### config.mk
export PLATFORM = sky130hd
export DESIGN_NAME = hft_stock_scheduler_flat
export DESIGN_NICKNAME = d
export VERILOG_FILES = /design/src/rtl/hft_stock_scheduler_pkg.sv /design/src/rtl/hft_stock_scheduler_if.sv /design/src/rtl/hft_stock_scheduler_rr_arbiter.sv /design/src/rtl/hft_stock_scheduler.sv /design/src/flat_wrapper.sv
export SDC_FILE = /design/constraint.sdc
export NUM_CORES = 1
export LEC_CHECK = 0
export BUFFER_PORTS_ARGS = -buffer_cell sky130_fd_sc_hd__buf_2
export CAP_MARGIN = 20
export CORE_MARGIN = 8
export CORE_UTILIZATION = 58
export DETAILED_ROUTE_END_ITERATION = 7
export PLACE_DENSITY = 0.82
export SLEW_MARGIN = 20
export SYNTH_ARGS = -nofsm -noshare
export SYNTH_HDL_FRONTEND = slang
export SYNTH_SLANG_ARGS = --single-unit
### constraint.sdc
create_clock -name i_clk -period 5.2 [get_ports i_clk]
set_input_delay 0.78 -clock i_clk [delete_from_list [all_inputs] [get_ports i_clk]]
set_output_delay 0.78 -clock i_clk [all_outputs]
set_load 0.05 [all_outputs]
### src/rtl/hft_stock_scheduler_pkg.sv
// rtl/hft_stock_scheduler_pkg.sv - shared types and constants for the stock scheduler
package hft_sched_pkg;

  typedef enum logic [1:0] {
    IDLE  = 2'd0,
    ISSUE = 2'd1,
    WAIT  = 2'd2
  } sched_state_t;

  localparam int DEFAULT_TIMEOUT_CYCLES = 64;

  // Width of a stock index; never narrower than one bit.
  function automatic int stock_id_w(input int n);
    return (n <= 2) ? 1 : $clog2(n);
  endfunction

endpackage

### src/rtl/hft_stock_scheduler_if.sv
// rtl/hft_stock_scheduler_if.sv - request/issue/completion bundle between front end, scheduler and datapath
interface hft_stock_scheduler_if #(
  parameter int NUM_STOCKS = 4,
  parameter int CNT_WIDTH  = 32
);
  localparam int ID_W = hft_sched_pkg::stock_id_w(NUM_STOCKS);

  logic [NUM_STOCKS-1:0] i_req;
  logic                  i_book_is_busy;
  logic                  i_dp_valid;
  logic                  i_clear_err;
  logic                  o_issue_valid;
  logic [ID_W-1:0]       o_issue_stock_id;
  logic                  o_done;
  logic [ID_W-1:0]       o_done_stock_id;
  logic [NUM_STOCKS-1:0] o_pending;
  logic                  o_busy;
  logic                  o_timeout;
  logic [ID_W-1:0]       o_err_stock_id;
  logic [CNT_WIDTH-1:0]  o_issue_count;

  modport slave (
    input  i_req, i_book_is_busy, i_dp_valid, i_clear_err,
    output o_issue_valid, o_issue_stock_id, o_done, o_done_stock_id,
           o_pending, o_busy, o_timeout, o_err_stock_id, o_issue_count
  );

  modport master (
    output i_req, i_book_is_busy, i_dp_valid, i_clear_err,
    input  o_issue_valid, o_issue_stock_id, o_done, o_done_stock_id,
           o_pending, o_busy, o_timeout, o_err_stock_id, o_issue_count
  );

endinterface

### src/rtl/hft_stock_scheduler_rr_arbiter.sv
// rtl/hft_stock_scheduler_rr_arbiter.sv - combinational round-robin pick with optional stock-0 override
module hft_rr_arbiter #(
  parameter int NUM_STOCKS = 4,
  parameter int ID_W       = 2
) (
  input  logic [NUM_STOCKS-1:0] i_pending,
  input  logic [ID_W-1:0]       i_ptr,
  input  logic                  i_prio_en,
  output logic [NUM_STOCKS-1:0] o_grant,
  output logic [ID_W-1:0]       o_index,
  output logic                  o_any
);

  logic [ID_W-1:0] w_idx;
  logic            w_found;

  always_comb begin
    o_grant = '0;
    o_index = '0;
    o_any   = |i_pending;
    w_idx   = '0;
    w_found = 1'b0;
    // Scan from the pointer upward, wrapping, and keep the first hit.
    for (int i = 0; i < NUM_STOCKS; i++) begin
      w_idx = ID_W'((int'(i_ptr) + i) % NUM_STOCKS);
      if (!w_found && i_pending[w_idx]) begin
        w_found = 1'b1;
        o_index = w_idx;
      end
    end
    if (i_prio_en && i_pending[0]) begin
      o_index = '0;
    end
    if (o_any) begin
      o_grant[o_index] = 1'b1;
    end
  end

endmodule

### src/rtl/hft_stock_scheduler.sv
// rtl/hft_stock_scheduler.sv - issues one pending stock at a time to the shared datapath with a timeout watchdog
// Optional build macro: HFT_SCHED_PRIORITY_EN (stock 0 strict priority).
module hft_stock_scheduler
  import hft_sched_pkg::*;
#(
  parameter int NUM_STOCKS     = 4,
  parameter int TIMEOUT_CYCLES = DEFAULT_TIMEOUT_CYCLES,
  parameter int CNT_WIDTH      = 32
) (
  input  logic                  i_clk,
  input  logic                  i_reset,
  hft_stock_scheduler_if.slave  bus
);

  localparam int                ID_W     = stock_id_w(NUM_STOCKS);
  localparam int                TMR_W    = $clog2(TIMEOUT_CYCLES);
  localparam logic [TMR_W-1:0]  TMR_LAST = TMR_W'(TIMEOUT_CYCLES - 1);
  localparam logic [ID_W-1:0]   ID_LAST  = ID_W'(NUM_STOCKS - 1);

  sched_state_t          r_state;
  sched_state_t          w_state_nxt;
  logic [NUM_STOCKS-1:0] r_pending;
  logic [NUM_STOCKS-1:0] r_win_grant;
  logic [ID_W-1:0]       r_ptr;
  logic [TMR_W-1:0]      r_timer;
  logic [ID_W-1:0]       r_issue_id;
  logic                  r_done;
  logic [ID_W-1:0]       r_done_id;
  logic                  r_timeout;
  logic [ID_W-1:0]       r_err_id;
  logic [CNT_WIDTH-1:0]  r_issue_count;

  logic [NUM_STOCKS-1:0] w_arb_grant;
  logic [ID_W-1:0]       w_arb_index;
  logic                  w_arb_any;
  logic                  w_prio_en;
  logic                  w_launch;
  logic                  w_done_evt;
  logic                  w_to_evt;
  logic [NUM_STOCKS-1:0] w_clr;
  logic [ID_W-1:0]       w_ptr_nxt;

`ifdef HFT_SCHED_PRIORITY_EN
  assign w_prio_en = 1'b1;
`else
  assign w_prio_en = 1'b0;
`endif

  hft_rr_arbiter #(
    .NUM_STOCKS (NUM_STOCKS),
    .ID_W       (ID_W)
  ) u_arb (
    .i_pending (r_pending),
    .i_ptr     (r_ptr),
    .i_prio_en (w_prio_en),
    .o_grant   (w_arb_grant),
    .o_index   (w_arb_index),
    .o_any     (w_arb_any)
  );

  always_ff @(posedge i_clk or posedge i_reset) begin
    if (i_reset) begin
      r_state <= IDLE;
    end else begin
      r_state <= w_state_nxt;
    end
  end

  always_comb begin
    w_state_nxt = r_state;
    w_launch    = 1'b0;
    w_done_evt  = 1'b0;
    w_to_evt    = 1'b0;
    case (r_state)
      IDLE: begin
        if (w_arb_any && !bus.i_book_is_busy) begin
          w_state_nxt = ISSUE;
          w_launch    = 1'b1;
        end
      end
      ISSUE: w_state_nxt = WAIT;
      WAIT: begin
        // A result on the last counted cycle still counts as success.
        if (bus.i_dp_valid) begin
          w_done_evt  = 1'b1;
          w_state_nxt = IDLE;
        end else if (r_timer == TMR_LAST) begin
          w_to_evt    = 1'b1;
          w_state_nxt = IDLE;
        end
      end
      default: w_state_nxt = IDLE;
    endcase
  end

  always_comb begin
    w_clr     = (r_state == ISSUE) ? r_win_grant : '0;
    w_ptr_nxt = (r_issue_id == ID_LAST) ? '0 : r_issue_id + ID_W'(1);
    if (w_prio_en && (r_issue_id == '0)) begin
      w_ptr_nxt = r_ptr;
    end
  end

  always_ff @(posedge i_clk or posedge i_reset) begin
    if (i_reset) begin
      r_pending     <= '0;
      r_win_grant   <= '0;
      r_ptr         <= '0;
      r_timer       <= '0;
      r_issue_id    <= '0;
      r_done        <= 1'b0;
      r_done_id     <= '0;
      r_timeout     <= 1'b0;
      r_err_id      <= '0;
      r_issue_count <= '0;
    end else begin
      r_pending <= (r_pending & ~w_clr) | bus.i_req;
      r_done    <= w_done_evt;
      if (w_launch) begin
        r_issue_id  <= w_arb_index;
        r_win_grant <= w_arb_grant;
      end
      if (r_state == ISSUE) begin
        r_issue_count <= r_issue_count + CNT_WIDTH'(1);
      end
      if ((r_state == WAIT) && (w_state_nxt == WAIT)) begin
        r_timer <= r_timer + TMR_W'(1);
      end else begin
        r_timer <= '0;
      end
      if (w_done_evt) begin
        r_done_id <= r_issue_id;
        r_ptr     <= w_ptr_nxt;
      end
      if (w_to_evt) begin
        r_timeout <= 1'b1;
        r_err_id  <= r_issue_id;
        r_ptr     <= w_ptr_nxt;
      end else if (bus.i_clear_err) begin
        r_timeout <= 1'b0;
      end
    end
  end

  assign bus.o_issue_valid    = (r_state == ISSUE);
  assign bus.o_issue_stock_id = r_issue_id;
  assign bus.o_done           = r_done;
  assign bus.o_done_stock_id  = r_done_id;
  assign bus.o_pending        = r_pending;
  assign bus.o_busy           = (r_state != IDLE);
  assign bus.o_timeout        = r_timeout;
  assign bus.o_err_stock_id   = r_err_id;
  assign bus.o_issue_count    = r_issue_count;

endmodule

### src/flat_wrapper.sv
// flat-port wrapper written by rule: the top's interface ports become plain ports
module hft_stock_scheduler_flat import hft_sched_pkg::*;
#(
  parameter int NUM_STOCKS     = 4,
  parameter int TIMEOUT_CYCLES = DEFAULT_TIMEOUT_CYCLES,
  parameter int CNT_WIDTH      = 32
)
  (i_clk, i_reset, bus_i_req, bus_i_book_is_busy, bus_i_dp_valid, bus_i_clear_err, bus_o_issue_valid, bus_o_issue_stock_id, bus_o_done, bus_o_done_stock_id, bus_o_pending, bus_o_busy, bus_o_timeout, bus_o_err_stock_id, bus_o_issue_count);
  hft_stock_scheduler_if #(.NUM_STOCKS(NUM_STOCKS), .CNT_WIDTH(CNT_WIDTH)) bus_i ();
  input  logic i_clk;
  input  logic i_reset;
  input wire logic [$bits(bus_i.i_req)-1:0] bus_i_req;
  input wire logic [$bits(bus_i.i_book_is_busy)-1:0] bus_i_book_is_busy;
  input wire logic [$bits(bus_i.i_dp_valid)-1:0] bus_i_dp_valid;
  input wire logic [$bits(bus_i.i_clear_err)-1:0] bus_i_clear_err;
  output wire logic [$bits(bus_i.o_issue_valid)-1:0] bus_o_issue_valid;
  output wire logic [$bits(bus_i.o_issue_stock_id)-1:0] bus_o_issue_stock_id;
  output wire logic [$bits(bus_i.o_done)-1:0] bus_o_done;
  output wire logic [$bits(bus_i.o_done_stock_id)-1:0] bus_o_done_stock_id;
  output wire logic [$bits(bus_i.o_pending)-1:0] bus_o_pending;
  output wire logic [$bits(bus_i.o_busy)-1:0] bus_o_busy;
  output wire logic [$bits(bus_i.o_timeout)-1:0] bus_o_timeout;
  output wire logic [$bits(bus_i.o_err_stock_id)-1:0] bus_o_err_stock_id;
  output wire logic [$bits(bus_i.o_issue_count)-1:0] bus_o_issue_count;
  assign bus_i.i_req = bus_i_req;
  assign bus_i.i_book_is_busy = bus_i_book_is_busy;
  assign bus_i.i_dp_valid = bus_i_dp_valid;
  assign bus_i.i_clear_err = bus_i_clear_err;
  assign bus_o_issue_valid = bus_i.o_issue_valid;
  assign bus_o_issue_stock_id = bus_i.o_issue_stock_id;
  assign bus_o_done = bus_i.o_done;
  assign bus_o_done_stock_id = bus_i.o_done_stock_id;
  assign bus_o_pending = bus_i.o_pending;
  assign bus_o_busy = bus_i.o_busy;
  assign bus_o_timeout = bus_i.o_timeout;
  assign bus_o_err_stock_id = bus_i.o_err_stock_id;
  assign bus_o_issue_count = bus_i.o_issue_count;
  hft_stock_scheduler #(.NUM_STOCKS(NUM_STOCKS), .TIMEOUT_CYCLES(TIMEOUT_CYCLES), .CNT_WIDTH(CNT_WIDTH)) u_core (.i_clk(i_clk), .i_reset(i_reset), .bus(bus_i));
endmodule
==> impl_results.md, run 1 <==
* Total grt overflow at 0
* Critical path class: register to output port
* P&R area growth vs syn at 20.6%
* GRT met1 Usage at 0.210
* Fin crit period at 2330 ps
* Core Rows at 24
* DP Wirelength at 3.74 mm
* Total number of vias at 1928
* CP Cell Sequence: nand2b_1 > inv_1 > buf_2
* Cts repair resizes at 0
* DR vias/cell at 5.52
* Slew Limit Fails at 0
* Clk root buf: clkbuf_8
* Antenna violations before repair at 0
* Antenna Cells at 0
* Startpoint type of the worst setup path: register
* Starting density of the core at 0.594
* Dominant synthesized flop cell: dfrtp_1
* Largest net degree at the start of global routing at 59
* Initial DRC count at 67
* Met3 Usage GRT at 0.0703
* Leak at 1.59 nW
* Fmax at 430 MHz
* Yosys reg bits at 58
* Netlist cell types at 39
* CTS tree: done
* Post-placement worst setup slack at 2900 ps
* Core area at 0.00432 mm²
* Post-CTS Setup Inserts at 0
* Final hold violations at 0
* CTS buffer count at 9
* Die height at 82.6 µm
* Share of layout cells above drive strength 1 at 0.276
* Tightest Hold Check Type: register to register
* Power Internal at 876 µW
* Post-synthesis instance area at 0.00257 mm²
* Post-route DRC at 0
* Port buffer count at 54
* Psw at 519 µW
* # IOs at 55
* Drt total wl at 5.27 mm
* Clock skew at 4.96 ps
* DRT antenna net count at 0
* Final non-filler cell total at 349
* Worst setup EP type: output port
* Final period util at 0.447
* Cells after DPL at 333
* CTS Sinks at 58
* Setup TNS at 0 ps
* Critical-path maximum fanout at 7
* Busiest grt layer: met2
* Sw frac at 0.372
* WL/cell at 15.1 µm
* Slew @ Worst Pin at 705 ps
* Crit-path max cell delay at 440 ps
* Asr flop ratio synth at 1.00
* Max stage delay cell, worst path: dfrtp_1
* Sequential fraction of the synthesis area at 0.565
* Avg Cell Area, Syn at 11.2 µm²
* Post-synthesis net count at 241
* EDFF count, synth at 0
* Req. time, crit path at 4420 ps
* Clk pwr share at 0.291
* Pwr per Cell Area at 450 mW/mm²
* Worst-path clk slew at 60 ps
* Setup violation total in the final timing report at 0
* Max-capacitance violation count at 0
* Max_slew headroom at 0.530
* Hold_buf cts at 0
* Skew-Pair Late Insertion Delay at 340 ps
* Setup WS post-layout at 2870 ps
* VDD IR max at 382 µV
* Combinational fraction of design power at 0.285
* DR pass1 iterations at 4
* H-tree depth at 3
* RSZ-0062 raised after global routing: no
* M2 GR Usage at 0.259
* First-pass GRT wire length at 8.74 mm
* Yosys Warn Count at 0
* Sequential power share at 0.424
* Die area at 0.00682 mm²
* Fin nets at 304
* Clk buf depth at 2
* Worst Path Arrival at 1550 ps
* Total GRT Usage at 0.170
* Post-synthesis cell count at 229
* Die width at 82.6 µm
* Routability Congestion at 0.792
* Vias in the first global route at 1901
* Status: finished, final reports clean
## power groups by stage
stage / clock network [mW] / registers (mW) / logic (mW)
4_1_cts: 0.413 / 0.591 / 0.403
6_report: 0.406 / 0.592 / 0.398
5_1_grt: 0.436 / 0.603 / 0.431
3_5_place_dp: 0 / 0.597 / 0.403
3_3_place_gp: 0 / 0.594 / 0.391
2_1_floorplan: 0 / 0.704 / 0.189
## flip-flops by register name, summed over array words and instances, names as in the netlist
register,flops
u_core.r_ptr,2
u_core.bus.o_done,1
u_core.bus.o_timeout,1
u_core.r_state,2
u_core.bus.o_err_stock_id,2
u_core.r_timer,6
u_core.r_win_grant,4
u_core.bus.o_done_stock_id,2
u_core.bus.o_pending,4
u_core.bus.o_issue_count,32
u_core.bus.o_issue_stock_id,2
## cells in the final DEF, fill, tap and decap left out, drive strengths merged, types with 7 or more instances in the layout
master / synthesis / final
dfrtp: 58 / 58
buf: 2 / 55
nand2: 24 / 24
xnor2: 23 / 23
nand3: 17 / 17
clkbuf: 1 / 15
xor2: 11 / 11
nor2: 10 / 10
inv: 10 / 10
nand4: 8 / 8
o21ai: 7 / 7
## worst paths after layout
path	start	endpoint	slack (ps)	depth (start not counted)
worst max register to register	u_core.bus.o_issue_count[0]	u_core.bus.o_issue_count[30]	3230	5
worst min register to register	u_core.r_timer[0]	u_core.r_timer[0]	460	1
max in group asynchronous	i_reset	u_core.bus.o_issue_count[12]	4100	3
min in group asynchronous	i_reset	u_core.bus.o_issue_count[29]	630	3
worst min-delay path	u_core.r_timer[0]	u_core.r_timer[0]	460	1
worst max-delay path	u_core.r_state[1]	bus_o_issue_valid	2870	3
## per-stage QoR
step | hold WS [ps] | power (mW) | util | instance area, µm²
final | 456 | 1.40 | 0.717 | 3100
after global routing | 471 | 1.47 | 0.717 | 3100
after CTS | 459 | 1.41 | 0.717 | 3100
after detailed placement | 451 | 1.00 | 0.670 | 2900
after global placement | 448 | 0.985 | 0.670 | 2900
after floorplan | 433 | 0.893 | - | 2570
## synthesized netlist by cell type (3+ instances only)
cell type	n	area share
dfrtp_1	58	0.56
xor2_1	11	0.037
nor4_1	4	0.0097
mux2_2	4	0.018
inv_1	10	0.015
nand2_1	24	0.035
ha_1	3	0.015
a21o_1	4	0.012
and3_1	5	0.012
nand3_1	17	0.033
and2_1	3	0.0073
xnor2_1	23	0.078
o21ai_0	7	0.014
nor3_1	3	0.0058
o31ai_1	3	0.0088
nand4_1	7	0.017
and4_1	5	0.017
nor2_1	10	0.015
## layout make-up
class,instances,area (µm²)
Sequential cell,58,1450
Fill cell,301,1220
Multi-Input combinational cell,158,1070
Timing Repair Buffer,55,278
Clock buffer,15,196
Tap cell,52,65.1
Inverter,10,37.5
Clock inverter,1,5.00
## cells by family after synthesis
group,count (synthesis),synth area share
fa+ha+maj,3,0.0146
flops,58,0.565
simple gates,95,0.205
buf+inv,13,0.0200
xor+xnor,34,0.116
mux,5,0.0234
compound gates,21,0.0560
## per-layer routing
metal	routed length, µm	part of all wire	vias to the layer above
met5	0	0	-
met4	59	0.011	0
met2	2450	0.47	50
met1	2330	0.44	940
met3	426	0.081	8
li1	-	-	930
## worst max-delay path, delay by kind of cell (launching register included)
kind,cells,cell delay [ps]
buffers and inverters,2,530
DFF,1,440
and+or+nand+nor,1,230
Power figures use the tool's default switching activity.
==> inputs of run 2 (changes only) <==
--- a/config.mk
+++ b/config.mk
@@ -5,12 +5,13 @@
 export SDC_FILE = /design/constraint.sdc
 export NUM_CORES = 1
 export LEC_CHECK = 0
+export ABC_AREA = 1
 export BUFFER_PORTS_ARGS = -buffer_cell sky130_fd_sc_hd__buf_2
 export CAP_MARGIN = 20
 export CORE_MARGIN = 8
-export CORE_UTILIZATION = 58
+export CORE_UTILIZATION = 56
 export DETAILED_ROUTE_END_ITERATION = 7
-export PLACE_DENSITY = 0.82
+export PLACE_DENSITY = 0.78
 export SLEW_MARGIN = 20
 export SYNTH_ARGS = -nofsm -noshare
 export SYNTH_HDL_FRONTEND = slang
==> constraint.sdc (replaced) <==
create_clock -name i_clk -period 2.37 [get_ports i_clk]
set_input_delay 0.3555 -clock i_clk [delete_from_list [all_inputs] [get_ports i_clk]]
set_output_delay 0.3555 -clock i_clk [all_outputs]
set_load 0.05 [all_outputs]
==> run 2 against run 1 <==
- global-route usage increased by 2.4 points
- clock-buffer cell count decreased by 5
- sequential cell count unchanged
- non-clock buffer count is 1 higher
- hold slack worse by 450 ps
- clock power grew 150%
- combinational power grew to 3.2 times the previous value
- utilization decreased by 4.3 points
- synthesized cell count up 60%
- register-to-register slack lost 2700 ps
- setup slack worse by 2400 ps
- total power grew to 2.6 times the previous value
==> impl_results.md, run 2 <==
* Core Rows at 27 (+13%)
* Layout fillers at 429 (+43%)
* Status: finished, final reports clean
* Starting density of the core at 0.566 (-0.0285)
* Final non-filler cell total at 507 (+45%)
* Asr flop ratio synth at 1.00 (unchanged)
* Startpoint type of the worst setup path: register
* Worst Path Arrival at 2110 ps (+560 ps)
* Post-route DRC at 0 (unchanged)
* Reg2reg path depth at 11 (+6)
* Initial DRC count at 108 (+61%)
* Slew @ Worst Pin at 762 ps (+56.8 ps)
* Max_slew headroom at 0.487 (-0.0433)
* Avg Cell Area, Syn at 8.30 µm² (-26%)
* Skew-Pair Late Insertion Delay at 330 ps (about the same)
* Top cell by count, worst path: nand2_1
* Post-CTS Setup Inserts at 0 (unchanged)
* Setup TNS at 0 ps (unchanged)
* DR vias/cell at 5.12 (-7.3%)
* Fin crit period at 1880 ps
* WL/cell at 13.7 µm (-8.9%)
* Total number of vias at 2595 (+35%)
* Post-synthesis instance area at 0.00304 mm² (+18%)
* Max-capacitance violation count at 0 (unchanged)
* Dominant synthesized flop cell: dfrtp_1
* Die width at 89.7 µm (+8.6%)
* First-pass GRT wire length at 11.8 mm (+35%)
* Sequential Area at 0.00145 mm² (unchanged)
* Largest family of logic cells by synthesized area: simple AND/OR/NAND/NOR gates
* Critical path class: register to register
* Share of layout cells above drive strength 1 at 0.225 (-0.0508)
* DP Wirelength at 5.24 mm (+40%)
* Crit-path max cell delay at 520 ps (+80 ps)
* Clk buf depth at 2 (unchanged)
* Multi-input logic area at 0.00140 mm² (+31%)
* Total GRT Usage at 0.194 (+0.0239)
* Yosys reg bits at 58 (unchanged)
* Antenna violations before repair at 0 (unchanged)
* EDFF count, synth at 0 (unchanged)
* Final period util at 0.795
* Vias in the first global route at 2604 (+37%)
* Worst-path clk slew at 70 ps (about the same)
* Post-synthesis mux area share at 0 (-0.0234)
* R2R Setup Slk at 490 ps (-2740 ps)
* Simple-gate share of the synthesized area at 0.331 (+0.126)
* Max stage delay cell, worst path: dfrtp_1
* Cts repair resizes at 0 (unchanged)
* CTS tree: done
* Post-synthesis cell count at 366 (+60%)
* Sequential fraction of the synthesis area at 0.478 (-0.0872)
* Core area at 0.00537 mm² (+24%)
* Placed Area at 0.00340 mm² (+17%)
* Netlist cell types at 31 (-21%)
* Worst R2R End: u_core.r_win_grant[2]
* Cells after DPL at 491 (+47%)
* RSZ-0062 raised after global routing: no
* Tightest Hold Check Type: primary input to asynchronous set/reset pin
* H-tree depth at 3 (unchanged)
* Die area at 0.00804 mm² (+18%)
* Routability Congestion at 0.814 (+2.9%)
* Drt total wl at 6.97 mm (+32%)
* Worst r2r src: u_core.r_ptr[0]
* Post-synthesis net count at 378 (+57%)
* Clk root buf: clkbuf_8
* Setup WS post-layout at 487 ps (-2390 ps)
* Synth top area cells: dfrtp_1, nand2_1, inv_1
* Clock skew at 6.08 ps (+1.12 ps)
* Commonest cells after routing, fill and taps aside: nand2_1, dfrtp_1, buf_2
* Slew Limit Fails at 0 (unchanged)
* Synth top area share at 0.478 (-0.0872)
* Critical-path maximum fanout at 11 (+4)
* Largest net degree at the start of global routing at 22 (-63%)
* Total grt overflow at 0 (unchanged)
* Pwr per Cell Area at 999 mW/mm² (+120%)
* Port buffer count at 54 (unchanged)
* Final hold violations at 0 (unchanged)
* Post-placement worst setup slack at 582 ps (-2320 ps)
* Most frequent cells after synthesis: nand2_1, dfrtp_1, inv_1, nor2_1, nand3_1
* Leak at 2.02 nW (+27%)
* Final Cell Area at 0.00362 mm² (+17%)
* Xor/xnor share of the synthesized area at 0.0807 (-0.0352)
* DR pass1 iterations at 4 (unchanged)
* Req. time, crit path at 2590 ps (-1830 ps)
* Antenna Cells at 0 (unchanged)
* Fin nets at 442 (+45%)
* Largest register FFs at 32 (unchanged)
* Compound-Gate Fraction of Synth Area at 0.0371 (-0.0189)
* Commonest non-fill, non-tap cell in the layout: nand2_1
* CTS Sinks at 58 (unchanged)
* Fmax at 531 MHz
* Final core occ at 0.674 (-0.0434)
* Setup violation total in the final timing report at 0 (unchanged)
* Post-Synth Adder-Cell Area at 0.0124 (-0.00225)
* Post-synth top area cell: dfrtp_1
* # IOs at 55 (unchanged)
* Hold_buf cts at 0 (unchanged)
* CP Cell Sequence: inv_1 > nand2_1 > nand2_1 > nand2_1 > nand2_1 > nor2_1 > nand2_1 > nand3_1 > nand2_1 > nand3_1 > nand2_1
* Most numerous cell in the Yosys netlist: nand2_1
* Yosys Warn Count at 0 (unchanged)
* CTS buffer count at 9 (unchanged)
* P&R area growth vs syn at 19.1%
* DRT antenna net count at 0 (unchanged)
* Die height at 89.7 µm (+8.6%)
* VDD IR max at 666 µV (+74%)
* Worst setup EP type: register
## run 2: cell count changes after synthesis, sizes merged, moves of 6 or more
cell | previous run | this run
inv | 10 | 46
nand2 | 24 | 121
nor2 | 10 | 38
nor3 | 3 | 10
o21ai | 7 | 13
xnor2 | 23 | 11
xor2 | 11 | 17
## run 2: area by class of cell
cell class	instances	share of cell area
inverter	46	0.0477
sequential	58	0.401
timing repair buffer	56	0.0788
clock buffer	10	0.0380
tap	72	0.0249
multi-input combinational	259	0.387
clock inverter	6	0.0221
## run 2: layer usage
| layer | track usage | share of wire | vias to the layer above |
|---|---|---|---|
| li1 | - | - | 1291 |
| met1 | 0.228 | 0.43 | 1220 |
| met2 | 0.324 | 0.49 | 70 |
| met3 | 0.0400 | 0.064 | 14 |
| met4 | 0.106 | 0.020 | 0 |
| met5 | 0 | 0 | - |
## run 2: through the flow
step / power [mW] / hold WS [ps]
final: 3.62 / 6.37
after global routing: 3.85 / 28.7
after CTS: 3.63 / 0.444
after detailed placement: 2.60 / 374
after global placement: 2.56 / 374
after floorplan: 2.31 / 433
## run 2: critical path: cells and delay by family, from the launching register on
kind,cells,cell delay [ps]
buffers and inverters,1,240
flip-flops,1,520
AND/OR/NAND/NOR,10,1000
## run 2: worst max path at each step
stage / start / to / slack, ps / cells past startpoint
6_report: u_core.r_ptr[0] / u_core.r_win_grant[2] / 490 / 11
3_5_place_dp: u_core.r_ptr[0] / u_core.r_win_grant[2] / 580 / 11
5_1_grt: u_core.r_ptr[0] / u_core.r_win_grant[2] / 290 / 11
3_3_place_gp: u_core.r_ptr[0] / u_core.r_win_grant[0] / 690 / 11
2_1_floorplan: u_core.bus.o_issue_count[1] / u_core.bus.o_issue_count[20] / 420 / 9
4_1_cts: u_core.r_state[1] / bus_o_issue_valid / 520 / 4
## run 2: logic make-up after synthesis
logic type | count (synthesis)
xor+xnor | 28
fa+ha+maj | 3
buf+inv | 49
simple gates | 208
compound gates | 20
flops | 58
## run 2: report_power, final
group	internal (mW)	switching (mW)
Clock	0.613	0.400
Combinational	0.329	0.959
Sequential	1.13	0.180
Total	2.08	1.54
